`config.mk`:
```
export PLATFORM = sky130hd
export DESIGN_NAME = hex_scan_ctrl_flat
export DESIGN_NICKNAME = d
export VERILOG_FILES = /design/src/rtl/hex_scan_ctrl_if.sv /design/src/rtl/hex_scan_ctrl.sv /design/src/flat_wrapper.sv
export SDC_FILE = /design/constraint.sdc
export NUM_CORES = 1
export LEC_CHECK = 0
export CAP_MARGIN = 10
export CELL_PAD_IN_SITES_DETAIL_PLACEMENT = 0
export CELL_PAD_IN_SITES_GLOBAL_PLACEMENT = 1
export CORE_MARGIN = 2
export CORE_UTILIZATION = 41
export DETAILED_ROUTE_END_ITERATION = 16
export HOLD_SLACK_MARGIN = 0.03
export PLACE_DENSITY_LB_ADDON = 0.1
export SYNTH_ARGS = -nofsm -noshare
export SYNTH_HDL_FRONTEND = slang
export SYNTH_SLANG_ARGS = --single-unit
```
`constraint.sdc`:
```
create_clock -name i_clk -period 2.4 [get_ports i_clk]
set_input_delay 0.48 -clock i_clk [delete_from_list [all_inputs] [get_ports i_clk]]
set_output_delay 0.48 -clock i_clk [all_outputs]
set_load 0.05 [all_outputs]
```
`src/rtl/hex_scan_ctrl_if.sv`:
```
// Load handshake and display-drive bundle for hex_scan_ctrl.
// master = score logic / display side, slave = the scan controller.
interface hex_scan_ctrl_if #(
  parameter int unsigned DIGITS = 4
);
  logic                  i_load_vld;
  logic [4*DIGITS-1:0]   i_load_dat;
  logic                  o_load_rdy;
  logic [3:0]            o_dec_dat;
  logic [DIGITS-1:0]     o_dig_n;
  logic                  o_frame;

  modport master (
    output i_load_vld,
    output i_load_dat,
    input  o_load_rdy,
    input  o_dec_dat,
    input  o_dig_n,
    input  o_frame
  );

  modport slave (
    input  i_load_vld,
    input  i_load_dat,
    output o_load_rdy,
    output o_dec_dat,
    output o_dig_n,
    output o_frame
  );
endinterface

```
`src/rtl/hex_scan_ctrl.sv`:
```
// Multiplexed 7-segment scan controller with a double-buffered digit image.
// Define HEX_SCAN_LZB_EN to enable leading-zero blanking.
module hex_scan_ctrl #(
  parameter int unsigned DIGITS    = 4,
  parameter int unsigned TICK_DIV  = 50000,
  parameter int unsigned BLANK_CYC = 16
) (
  input  logic           i_clk,
  input  logic           i_rst_n,
  hex_scan_ctrl_if.slave bus
);

  typedef enum logic {StBlank, StShow} state_e;

  localparam int unsigned ImgW   = 4 * DIGITS;
  localparam int unsigned CntMax = (TICK_DIV > BLANK_CYC) ? TICK_DIV : BLANK_CYC;
  localparam int unsigned CntW   = (CntMax > 1) ? $clog2(CntMax) : 1;

  localparam logic [CntW-1:0] BlankLast = CntW'(BLANK_CYC - 1);
  localparam logic [CntW-1:0] TickLast  = CntW'(TICK_DIV - 1);
  localparam logic [2:0]      IdxLast   = 3'(DIGITS - 1);

  state_e            state_q, state_d;
  logic [2:0]        idx_q, idx_d;
  logic [CntW-1:0]   cnt_q, cnt_d;
  logic [ImgW-1:0]   active_q, active_d;
  logic [ImgW-1:0]   shadow_q, shadow_d;
  logic              pend_q, pend_d;
  logic [3:0]        dec_dat_q, dec_dat_d;
  logic [DIGITS-1:0] dig_n_q, dig_n_d;
  logic              frame_q, frame_d;

  logic              commit;
  logic              show_ok;

  always_comb begin
    state_d  = state_q;
    idx_d    = idx_q;
    cnt_d    = cnt_q;
    active_d = active_q;
    shadow_d = shadow_q;
    pend_d   = pend_q;
    commit   = 1'b0;

    unique case (state_q)
      StBlank: begin
        if (cnt_q == BlankLast) begin
          state_d = StShow;
          cnt_d   = '0;
        end else begin
          cnt_d = cnt_q + CntW'(1);
        end
      end
      StShow: begin
        if (cnt_q == TickLast) begin
          state_d = StBlank;
          cnt_d   = '0;
          if (idx_q == IdxLast) begin
            idx_d  = '0;
            commit = 1'b1;
          end else begin
            idx_d = idx_q + 3'd1;
          end
        end else begin
          cnt_d = cnt_q + CntW'(1);
        end
      end
      default: state_d = StBlank;
    endcase

    // Transfer needs !pend and commit needs pend, so these never collide.
    if (bus.i_load_vld && !pend_q) begin
      shadow_d = bus.i_load_dat;
      pend_d   = 1'b1;
    end
    if (commit && pend_q) begin
      active_d = shadow_q;
      pend_d   = 1'b0;
    end
  end

  // Outputs are registered from next-state so they line up with the FSM cycle.
  always_comb begin
    dec_dat_d = '0;
    for (int unsigned i = 0; i < DIGITS; i++) begin
      if (idx_d == 3'(i)) begin
        dec_dat_d = active_d[4*i +: 4];
      end
    end

`ifdef HEX_SCAN_LZB_EN
    show_ok = (idx_d == 3'd0);
    for (int unsigned i = 0; i < DIGITS; i++) begin
      if ((3'(i) >= idx_d) && (active_d[4*i +: 4] != 4'd0)) begin
        show_ok = 1'b1;
      end
    end
`else
    show_ok = 1'b1;
`endif

    dig_n_d = '1;
    for (int unsigned i = 0; i < DIGITS; i++) begin
      if ((state_d == StShow) && (idx_d == 3'(i)) && show_ok) begin
        dig_n_d[i] = 1'b0;
      end
    end

    frame_d = commit;
  end

  always_ff @(posedge i_clk or negedge i_rst_n) begin
    if (!i_rst_n) begin
      state_q   <= StBlank;
      idx_q     <= '0;
      cnt_q     <= '0;
      active_q  <= '0;
      shadow_q  <= '0;
      pend_q    <= 1'b0;
      dec_dat_q <= '0;
      dig_n_q   <= '1;
      frame_q   <= 1'b0;
    end else begin
      state_q   <= state_d;
      idx_q     <= idx_d;
      cnt_q     <= cnt_d;
      active_q  <= active_d;
      shadow_q  <= shadow_d;
      pend_q    <= pend_d;
      dec_dat_q <= dec_dat_d;
      dig_n_q   <= dig_n_d;
      frame_q   <= frame_d;
    end
  end

  assign bus.o_load_rdy = ~pend_q;
  assign bus.o_dec_dat  = dec_dat_q;
  assign bus.o_dig_n    = dig_n_q;
  assign bus.o_frame    = frame_q;

endmodule
```
`src/flat_wrapper.sv`:
```
// flat-port wrapper written by rule: the top's interface ports become plain ports
module hex_scan_ctrl_flat 
#(
  parameter int unsigned DIGITS    = 4,
  parameter int unsigned TICK_DIV  = 50000,
  parameter int unsigned BLANK_CYC = 16
)
  (i_clk, i_rst_n, bus_i_load_vld, bus_i_load_dat, bus_o_load_rdy, bus_o_dec_dat, bus_o_dig_n, bus_o_frame);
  hex_scan_ctrl_if #(.DIGITS(DIGITS)) bus_i ();
  input  logic i_clk;
  input  logic i_rst_n;
  input wire logic [$bits(bus_i.i_load_vld)-1:0] bus_i_load_vld;
  input wire logic [$bits(bus_i.i_load_dat)-1:0] bus_i_load_dat;
  output wire logic [$bits(bus_i.o_load_rdy)-1:0] bus_o_load_rdy;
  output wire logic [$bits(bus_i.o_dec_dat)-1:0] bus_o_dec_dat;
  output wire logic [$bits(bus_i.o_dig_n)-1:0] bus_o_dig_n;
  output wire logic [$bits(bus_i.o_frame)-1:0] bus_o_frame;
  assign bus_i.i_load_vld = bus_i_load_vld;
  assign bus_i.i_load_dat = bus_i_load_dat;
  assign bus_o_load_rdy = bus_i.o_load_rdy;
  assign bus_o_dec_dat = bus_i.o_dec_dat;
  assign bus_o_dig_n = bus_i.o_dig_n;
  assign bus_o_frame = bus_i.o_frame;
  hex_scan_ctrl #(.DIGITS(DIGITS), .TICK_DIV(TICK_DIV), .BLANK_CYC(BLANK_CYC)) u_core (.i_clk(i_clk), .i_rst_n(i_rst_n), .bus(bus_i));
endmodule
```
==> flow_results.xml, run 1 <==
<?xml version="1.0" encoding="UTF-8"?>
<metrics>
  <group name="clock_tree">
    <metric name="ctsHtreeMaxLevel" unit="">3</metric>
    <metric name="worstSkewPairLatency" unit="ns">0.34</metric>
    <metric name="cts-buffers-inserted" unit="">9</metric>
    <metric name="clk_transition_reported_paths" unit="ns">0.07</metric>
    <metric name="library_cell_used_as_clock_root_buffer" unit="">sky130_fd_sc_hd__clkbuf_8</metric>
    <metric name="cts.sinks" unit="">62</metric>
    <metric name="cts_tree" unit="">built</metric>
    <metric name="cts_buffer_depth" unit="">2</metric>
  </group>
  <group name="logic_synthesis">
    <metric name="synth.ff_latch_count" unit="">62</metric>
    <metric name="synth.net_count" unit="">225</metric>
    <metric name="async_set_or_reset_flop_fraction_in_the_synthesized_netlist" unit="%">100</metric>
    <metric name="synth_cell_type_count" unit="">37</metric>
    <metric name="synth_area_per_cell" unit="µm²">13.1</metric>
    <metric name="synth_enable_flop_cells" unit="">0</metric>
    <metric name="synth_warnings" unit="">0</metric>
    <metric name="synth.yosys.seq_area_share" unit="%">58.0</metric>
    <metric name="synth_top_area_share" unit="%">54.1</metric>
    <metric name="postSynthCellCount" unit="">204</metric>
    <metric name="ys_dominant_reg_cell" unit="">sky130_fd_sc_hd__dfrtp_1</metric>
    <metric name="syn_area" unit="µm²">2680</metric>
    <metric name="biggest_area_consumer_among_synthesized_cells" unit="">sky130_fd_sc_hd__dfrtp_1</metric>
    <metric name="post_synth_main_area_contributors" unit="">sky130_fd_sc_hd__dfrtp_1, sky130_fd_sc_hd__mux2_2, sky130_fd_sc_hd__mux2_4</metric>
  </group>
  <group name="timing">
    <metric name="layout_worst_path_cycle_share" unit="%">97.4</metric>
    <metric name="setup_ws" unit="ns">0.0633</metric>
    <metric name="unrepaired_setup_endpoints_after_global_routing" unit="">no</metric>
    <metric name="max_clock_freq" unit="GHz">0.428</metric>
    <metric name="final_number_of_max_transition_violations" unit="">0</metric>
    <metric name="setup_tns" unit="ns">0</metric>
    <metric name="slew_headroom" unit="%">65.9</metric>
    <metric name="skew" unit="ns">0.00987</metric>
    <metric name="hold_violations" unit="">0</metric>
    <metric name="timing.final.crit_period" unit="ns">2.34</metric>
    <metric name="worstMarginPinSlew" unit="ns">0.510</metric>
    <metric name="final-setup-viol-count" unit="">0</metric>
  </group>
  <group name="routing">
    <metric name="routed_wirelength" unit="µm">5550</metric>
    <metric name="dr.pass1.iters" unit="">4</metric>
    <metric name="avgViaCountPerCell" unit="">5.22</metric>
    <metric name="drc" unit="">0</metric>
    <metric name="vias_after_detailed_routing" unit="">1743</metric>
    <metric name="wire_length_per_cell_after_detailed_routing" unit="µm">16.6</metric>
    <metric name="drtAntennaViolNets" unit="">0</metric>
    <metric name="drt_first_iter_violations" unit="">95</metric>
  </group>
  <group name="setup_path">
    <metric name="critical_path_arrival" unit="ns">2.55</metric>
    <metric name="timing_worst_setup_path_type" unit="">reg2reg</metric>
    <metric name="critical_path.cell_chain" unit="">or3_1 -&gt; nor4_4 -&gt; buf_4 -&gt; nand2_2 -&gt; mux2_4 -&gt; mux2i_1 -&gt; mux2i_1</metric>
    <metric name="required" unit="ns">2.61</metric>
    <metric name="crit_fanout" unit="">6</metric>
    <metric name="cpMaxStageDelayCell" unit="">sky130_fd_sc_hd__or3_1</metric>
    <metric name="regToRegSetupSlack" unit="ns">0.06</metric>
    <metric name="worst_path_most_repeated_cell" unit="">sky130_fd_sc_hd__mux2i_1</metric>
    <metric name="start_kind" unit="">register</metric>
    <metric name="timing.critical_path.max_delay_family" unit="">simple AND/OR/NAND/NOR gates</metric>
    <metric name="end_kind" unit="">register</metric>
    <metric name="cp_num_buf_inv" unit="">1</metric>
    <metric name="critical-path-max-stage-delay" unit="ns">0.44</metric>
  </group>
  <group name="floorplanning">
    <metric name="core.rowCount" unit="">29</metric>
    <metric name="die_x" unit="µm">84.9</metric>
    <metric name="floorplan.die.height" unit="µm">84.9</metric>
    <metric name="placeableCoreArea" unit="µm²">6350</metric>
    <metric name="start_util" unit="%">42.2</metric>
    <metric name="design.die.area" unit="µm²">7210</metric>
    <metric name="design.portCount" unit="">29</metric>
  </group>
  <group name="flow_run">
    <metric name="max_cap_viol_count" unit="">0</metric>
  </group>
  <group name="placed_design">
    <metric name="number_of_buffer_cells_added_on_primary_ports" unit="">28</metric>
    <metric name="dp_worst_setup_slack" unit="ns">-0.0947</metric>
    <metric name="gp_routability_congestion" unit="">0.821</metric>
    <metric name="detailedPlacementHpwl" unit="µm">3770</metric>
  </group>
  <group name="grt">
    <metric name="via_count_of_the_first_global_routing_pass" unit="">1881</metric>
    <metric name="antenna_found_initial" unit="">0</metric>
    <metric name="grt_overflow" unit="">0</metric>
    <metric name="grt_use_total" unit="%">16.9</metric>
    <metric name="grt_pass1_wl" unit="µm">9370</metric>
    <metric name="largest_net_degree_at_the_start_of_global_routing" unit="">63</metric>
  </group>
  <group name="pwr">
    <metric name="max-vdd-ir-drop" unit="mV">0.410</metric>
    <metric name="leakagePower" unit="µW">0.00159</metric>
    <metric name="power_density" unit="nW/µm²">660</metric>
  </group>
  <group name="final_layout">
    <metric name="n_antenna_cell" unit="">0</metric>
    <metric name="drive_above_1_share" unit="%">31.1</metric>
    <metric name="num-nets-final" unit="">273</metric>
    <metric name="synthesis_to_layout_area_growth" unit="%">28.0</metric>
  </group>
  <group name="status">
    <metric name="run_status" unit="">completed</metric>
  </group>
  <group name="worst_hold_path">
    <metric name="timing.hold.worst.class" unit="">in2async</metric>
  </group>
</metrics>
path summary, 6_finish.rpt:
| path | startpoint | endpoint | cells past startpoint |
|---|---|---|---|
| worst max-delay path | u_core.cnt_q[5] | u_core.bus.o_dec_dat[0] | 7 |
| worst min-delay path | i_rst_n | u_core.cnt_q[9] | 2 |
| worst max register to register | u_core.cnt_q[5] | u_core.bus.o_dec_dat[0] | 7 |
| worst min register to register | u_core.cnt_q[0] | u_core.cnt_q[0] | 1 |
| max in group asynchronous | i_rst_n | u_core.bus.o_dig_n[3] | 2 |
| min in group i_clk | u_core.cnt_q[0] | u_core.cnt_q[0] | 1 |
cells in the mapped netlist (2+ instances only):
library cell / n
sky130_fd_sc_hd__mux2_4: 9
sky130_fd_sc_hd__mux2i_1: 8
sky130_fd_sc_hd__xor2_1: 10
sky130_fd_sc_hd__dfrtp_1: 58
sky130_fd_sc_hd__xnor2_1: 4
sky130_fd_sc_hd__nand2_1: 10
sky130_fd_sc_hd__a21oi_1: 2
sky130_fd_sc_hd__nor2_1: 14
sky130_fd_sc_hd__nor3_1: 3
sky130_fd_sc_hd__nand4_1: 2
sky130_fd_sc_hd__mux2_2: 24
sky130_fd_sc_hd__nand3_1: 15
sky130_fd_sc_hd__ha_1: 2
sky130_fd_sc_hd__nor3b_1: 2
sky130_fd_sc_hd__and3_1: 7
sky130_fd_sc_hd__o21a_1: 2
sky130_fd_sc_hd__inv_1: 4
sky130_fd_sc_hd__nor4_1: 3
sky130_fd_sc_hd__dfstp_2: 4
sky130_fd_sc_hd__a22oi_1: 4
layer usage:
layer,track usage (%),part of all wire [%],up-vias
met5,0,0,-
met2,27.4,52,29
met3,5.06,3.8,6
met1,20.9,43,884
li1,-,-,824
met4,7.79,1.0,0
flip-flops by register name (all words and copies together), names as in the netlist:
name	cells
u_core.active_q	16
u_core.bus.o_dec_dat	4
u_core.bus.o_dig_n	4
u_core.bus.o_frame	1
u_core.cnt_q	16
u_core.idx_q	3
u_core.pend_q	1
u_core.shadow_q	16
u_core.state_q	1
stage by stage:
stage / hold slack, ns / cells / util [%] / area, µm² / power, µW
CTS: 0.141 / 333 / 53.6 / 3410 / 2290
floorplan: 0.184 / 204 / - / 2680 / 1140
global placement: 0.447 / 317 / 49.5 / 3140 / 1200
global route: 0.149 / 334 / 54.1 / 3430 / 2350
finish: 0.139 / 334 / 54.1 / 3430 / 2270
detailed placement: 0.473 / 317 / 49.5 / 3140 / 1210
timing repair:
| action | in CTS | in global routing |
|---|---|---|
| setup endpoints to repair | 4 | 4 |
| hold buffers | 0 | 0 |
| pin swaps | 1 | 2 |
| gates resized for setup | 7 | 5 |
| endpoints found under the hold margin | 0 | 0 |
| setup buffers | 0 | 1 |
layout by cell type (no fill, tap or decap), drive strengths merged, types with 8 or more instances in the layout:
cell type      netlist  routed
buf                  2      14
mux2                33      33
mux2i                8       8
nand3               15      15
dfrtp               58      58
xor2                10      10
nor2                15      15
clkbuf               2      13
clkdlybuf4s50        0      27
and3                 8       8
nand2               10      10
cell type report:
cell class / instances / area (µm²)
repair buffers: 41 / 398
well taps: 77 / 96.3
multi-input cells: 134 / 1130
fillers: 524 / 2920
clock buffers: 13 / 169
inverters: 4 / 15.0
clock inverters: 3 / 65.1
flip-flops and latches: 62 / 1560
report_power, final:
| group | internal (µW) | total (µW) | leakage [µW] | switching (µW) |
|---|---|---|---|---|
| logic | 53.7 | 84.4 | 0.000672 | 30.7 |
| registers | 1080 | 1100 | 0.000802 | 19.3 |
| clock network | 669 | 1080 | 0.000120 | 414 |
cells by family after synthesis:
| kind of cell | Yosys count | share of synthesized area (%) |
|---|---|---|
| XOR/XNOR | 14 | 4.57 |
| AO/OA/AOI/OAI | 11 | 2.75 |
| adder cells (fa/ha/maj) | 2 | 0.933 |
| flip-flops | 62 | 58.0 |
| buffers and inverters | 8 | 1.54 |
| multiplexers | 41 | 18.1 |
| AND/OR/NAND/NOR | 66 | 14.1 |
No activity file was read; power rests on OpenSTA's default activity.
==> run 2, diff against run 1 <==
--- a/config.mk
+++ b/config.mk
@@ -10,6 +10,7 @@
 export CELL_PAD_IN_SITES_GLOBAL_PLACEMENT = 1
 export CORE_MARGIN = 2
 export CORE_UTILIZATION = 41
+export CTS_CLUSTER_DIAMETER = 100
 export DETAILED_ROUTE_END_ITERATION = 16
 export HOLD_SLACK_MARGIN = 0.03
 export PLACE_DENSITY_LB_ADDON = 0.1
==> results of run 2 <==
Final layout, timing and power as in run 1 (identical DEF).
==> run 3, diff against run 2 <==
--- a/config.mk
+++ b/config.mk
@@ -9,7 +9,7 @@
 export CELL_PAD_IN_SITES_DETAIL_PLACEMENT = 0
 export CELL_PAD_IN_SITES_GLOBAL_PLACEMENT = 1
 export CORE_MARGIN = 2
-export CORE_UTILIZATION = 41
+export CORE_UTILIZATION = 45
 export CTS_CLUSTER_DIAMETER = 100
 export DETAILED_ROUTE_END_ITERATION = 16
 export HOLD_SLACK_MARGIN = 0.03
==> constraint.sdc (replaced) <==
create_clock -name i_clk -period 2.32 [get_ports i_clk]
set_input_delay 0.464 -clock i_clk [delete_from_list [all_inputs] [get_ports i_clk]]
set_output_delay 0.464 -clock i_clk [all_outputs]
set_load 0.05 [all_outputs]
==> run 3 against run 2 <==
Compared with the run above: first-iteration DRC count shrank 16%; die area is 8.5% lower; via count grew 1.0%; largest cell class unchanged; largest power group unchanged; highest routed layer unchanged.
==> flow_results.xml, run 3 (synthesis gave the netlist of run 1 again) <==
<?xml version="1.0" encoding="UTF-8"?>
<metrics>
  <group name="floorplanning">
    <metric name="design.portCount" unit="">29</metric>
    <metric name="design.die.area" unit="µm²">6600</metric>
    <metric name="placeableCoreArea" unit="µm²">5850</metric>
    <metric name="start_util" unit="%">45.9</metric>
    <metric name="floorplan.die.height" unit="µm">81.2</metric>
    <metric name="core.rowCount" unit="">28</metric>
    <metric name="die_x" unit="µm">81.2</metric>
  </group>
  <group name="timing">
    <metric name="worstMarginPinSlew" unit="ns">0.754</metric>
    <metric name="slew_headroom" unit="%">49.7</metric>
    <metric name="final-setup-viol-count" unit="">0</metric>
    <metric name="setup_tns" unit="ns">0</metric>
    <metric name="final_number_of_max_transition_violations" unit="">0</metric>
    <metric name="hold_violations" unit="">0</metric>
    <metric name="layout_worst_path_cycle_share" unit="%">97.7</metric>
    <metric name="timing.final.crit_period" unit="ns">2.27</metric>
    <metric name="unrepaired_setup_endpoints_after_global_routing" unit="">yes</metric>
    <metric name="skew" unit="ns">0.0100</metric>
    <metric name="max_clock_freq" unit="GHz">0.441</metric>
  </group>
  <group name="pwr">
    <metric name="pwr-share-comb" unit="%">3.9</metric>
    <metric name="max-vdd-ir-drop" unit="mV">0.457</metric>
    <metric name="power.share.switching" unit="%">21.9</metric>
    <metric name="leakagePower" unit="µW">0.00159</metric>
    <metric name="power.share.clock" unit="%">44.1</metric>
    <metric name="p_int" unit="µW">1700</metric>
    <metric name="power.share.sequential" unit="%">52.1</metric>
    <metric name="power_switching" unit="µW">478</metric>
    <metric name="power_density" unit="nW/µm²">636</metric>
  </group>
  <group name="status">
    <metric name="run_status" unit="">completed</metric>
  </group>
  <group name="final_layout">
    <metric name="reg_top3" unit="">u_core.active_q: 16 flops, u_core.cnt_q: 16 flops, u_core.shadow_q: 16 flops</metric>
    <metric name="layout_commonest_cell" unit="">sky130_fd_sc_hd__dfrtp_1</metric>
    <metric name="regArea" unit="µm²">1560</metric>
    <metric name="finalNonFillerCells" unit="">336</metric>
    <metric name="drive_above_1_share" unit="%">33.0</metric>
    <metric name="layout_common_cells" unit="">sky130_fd_sc_hd__dfrtp_1, sky130_fd_sc_hd__clkdlybuf4s50_1, sky130_fd_sc_hd__mux2_2</metric>
    <metric name="synthesis_to_layout_area_growth" unit="%">27.8</metric>
    <metric name="final.fill_count" unit="">459</metric>
    <metric name="num-nets-final" unit="">277</metric>
    <metric name="postLayoutCoreUtil" unit="%">58.6</metric>
    <metric name="n_antenna_cell" unit="">0</metric>
    <metric name="total_area_of_multi_input_combinational_cells" unit="µm²">1140</metric>
  </group>
  <group name="setup_path">
    <metric name="reg2reg_to" unit="">u_core.bus.o_dec_dat[2]</metric>
    <metric name="critical_path_arrival" unit="ns">2.53</metric>
    <metric name="r2r.worst_path.cells" unit="">6</metric>
    <metric name="crit_fanout" unit="">5</metric>
    <metric name="end_kind" unit="">register</metric>
    <metric name="start_kind" unit="">register</metric>
    <metric name="launching_point_of_the_worst_reg2reg_path" unit="">u_core.cnt_q[4]</metric>
    <metric name="required" unit="ns">2.58</metric>
    <metric name="regToRegSetupSlack" unit="ns">0.05</metric>
    <metric name="timing_worst_setup_path_type" unit="">reg2reg</metric>
  </group>
  <group name="routing">
    <metric name="avgViaCountPerCell" unit="">5.24</metric>
    <metric name="drtAntennaViolNets" unit="">0</metric>
    <metric name="wire_length_per_cell_after_detailed_routing" unit="µm">15.1</metric>
    <metric name="routed_wirelength" unit="µm">5080</metric>
    <metric name="drc" unit="">0</metric>
    <metric name="drt_first_iter_violations" unit="">80</metric>
    <metric name="dr.pass1.iters" unit="">4</metric>
    <metric name="vias_after_detailed_routing" unit="">1761</metric>
  </group>
  <group name="placed_design">
    <metric name="detailedPlacementHpwl" unit="µm">3610</metric>
    <metric name="placed_cells" unit="">319</metric>
    <metric name="number_of_buffer_cells_added_on_primary_ports" unit="">28</metric>
    <metric name="gp_routability_congestion" unit="">0.844</metric>
  </group>
  <group name="clock_tree">
    <metric name="cts_hold_repair.buffers" unit="">0</metric>
    <metric name="library_cell_used_as_clock_root_buffer" unit="">sky130_fd_sc_hd__clkbuf_8</metric>
    <metric name="cts_tree" unit="">built</metric>
    <metric name="worstSkewPairLatency" unit="ns">0.34</metric>
    <metric name="ctsHtreeMaxLevel" unit="">3</metric>
    <metric name="clk_transition_reported_paths" unit="ns">0.07</metric>
    <metric name="cts-buffers-inserted" unit="">9</metric>
    <metric name="cts_buffer_depth" unit="">2</metric>
    <metric name="cts.sinks" unit="">62</metric>
  </group>
  <group name="grt">
    <metric name="grt_overflow" unit="">0</metric>
    <metric name="antenna_found_initial" unit="">0</metric>
    <metric name="grt_pass1_wl" unit="µm">8800</metric>
    <metric name="grt_use_total" unit="%">17.9</metric>
    <metric name="largest_net_degree_at_the_start_of_global_routing" unit="">63</metric>
    <metric name="via_count_of_the_first_global_routing_pass" unit="">1846</metric>
  </group>
  <group name="worst_hold_path">
    <metric name="timing.hold.worst.class" unit="">in2async</metric>
  </group>
  <group name="flow_run">
    <metric name="max_cap_viol_count" unit="">0</metric>
  </group>
</metrics>
-- run 3: repair_timing --
action	CTS	global route
endpoints found under the hold margin	0	0
buffers inserted	0	1
resized for setup	6	6
pin swaps	1	3
setup endpoints to repair	4	5
-- run 3: per-layer routing --
layer	vias up	global-route usage [%]	share of wire (%)
met4	0	4.75	1.1
met5	-	0	0
met3	6	7.11	5.0
li1	832	-	-
met1	884	21.3	41
met2	39	30.1	52
-- run 3: final cells by class --
| type | count | share of cell area (%) |
|---|---|---|
| Tap cell | 75 | 2.74 |
| Timing Repair Buffer | 45 | 12.1 |
| Sequential cell | 62 | 45.5 |
| Multi-Input combinational cell | 134 | 33.2 |
| Inverter | 4 | 0.438 |
| Clock buffer | 10 | 4.02 |
| Clock inverter | 6 | 2.04 |
-- run 3: critical path, stage by stage (launching register included) --
cell and delay (ns):
sky130_fd_sc_hd__dfrtp_1 0.39, sky130_fd_sc_hd__or4_4 0.56, sky130_fd_sc_hd__or4_4 0.57, sky130_fd_sc_hd__nor3_2 0.20, sky130_fd_sc_hd__a21oi_2 0.08, sky130_fd_sc_hd__nor2_4 0.20, sky130_fd_sc_hd__mux2i_1 0.20
-- run 3: power by group through the flow --
| stage | clock, µW | sequential [µW] | combinational [µW] |
|---|---|---|---|
| after floorplan | 0 | 1150 | 32.4 |
| after global placement | 0 | 1150 | 83.4 |
| after detailed placement | 0 | 1160 | 86.7 |
| after CTS | 991 | 1140 | 87.1 |
| after global routing | 1040 | 1140 | 95.1 |
| final | 960 | 1140 | 84.2 |
-- run 3: worst max-delay path by stage --
stage | from | slack [ns] | depth (start not counted) | end
2_1_floorplan | u_core.cnt_q[4] | 0.05 | 7 | u_core.bus.o_dec_dat[0]
3_5_place_dp | u_core.cnt_q[4] | -0.09 | 6 | u_core.bus.o_dec_dat[2]
6_report | u_core.cnt_q[4] | 0.05 | 6 | u_core.bus.o_dec_dat[2]
5_1_grt | u_core.cnt_q[10] | -0.03 | 7 | u_core.bus.o_dec_dat[0]
4_1_cts | u_core.cnt_q[4] | 0.004 | 6 | u_core.bus.o_dec_dat[2]
3_3_place_gp | u_core.cnt_q[4] | 0.01 | 6 | u_core.bus.o_dec_dat[1]
-- run 3: metrics by stage --
stage               hold slack, ns  worst slack (ns)  cell area [µm²]  total power, µW
finish                       0.273            0.0545             3430             2180
global route                 0.342           -0.0257             3430             2270
CTS                          0.302           0.00436             3390             2210
detailed placement           0.462           -0.0882             3160             1240
global placement             0.447            0.0117             3160             1240
floorplan                    0.168            0.0540             2680             1180
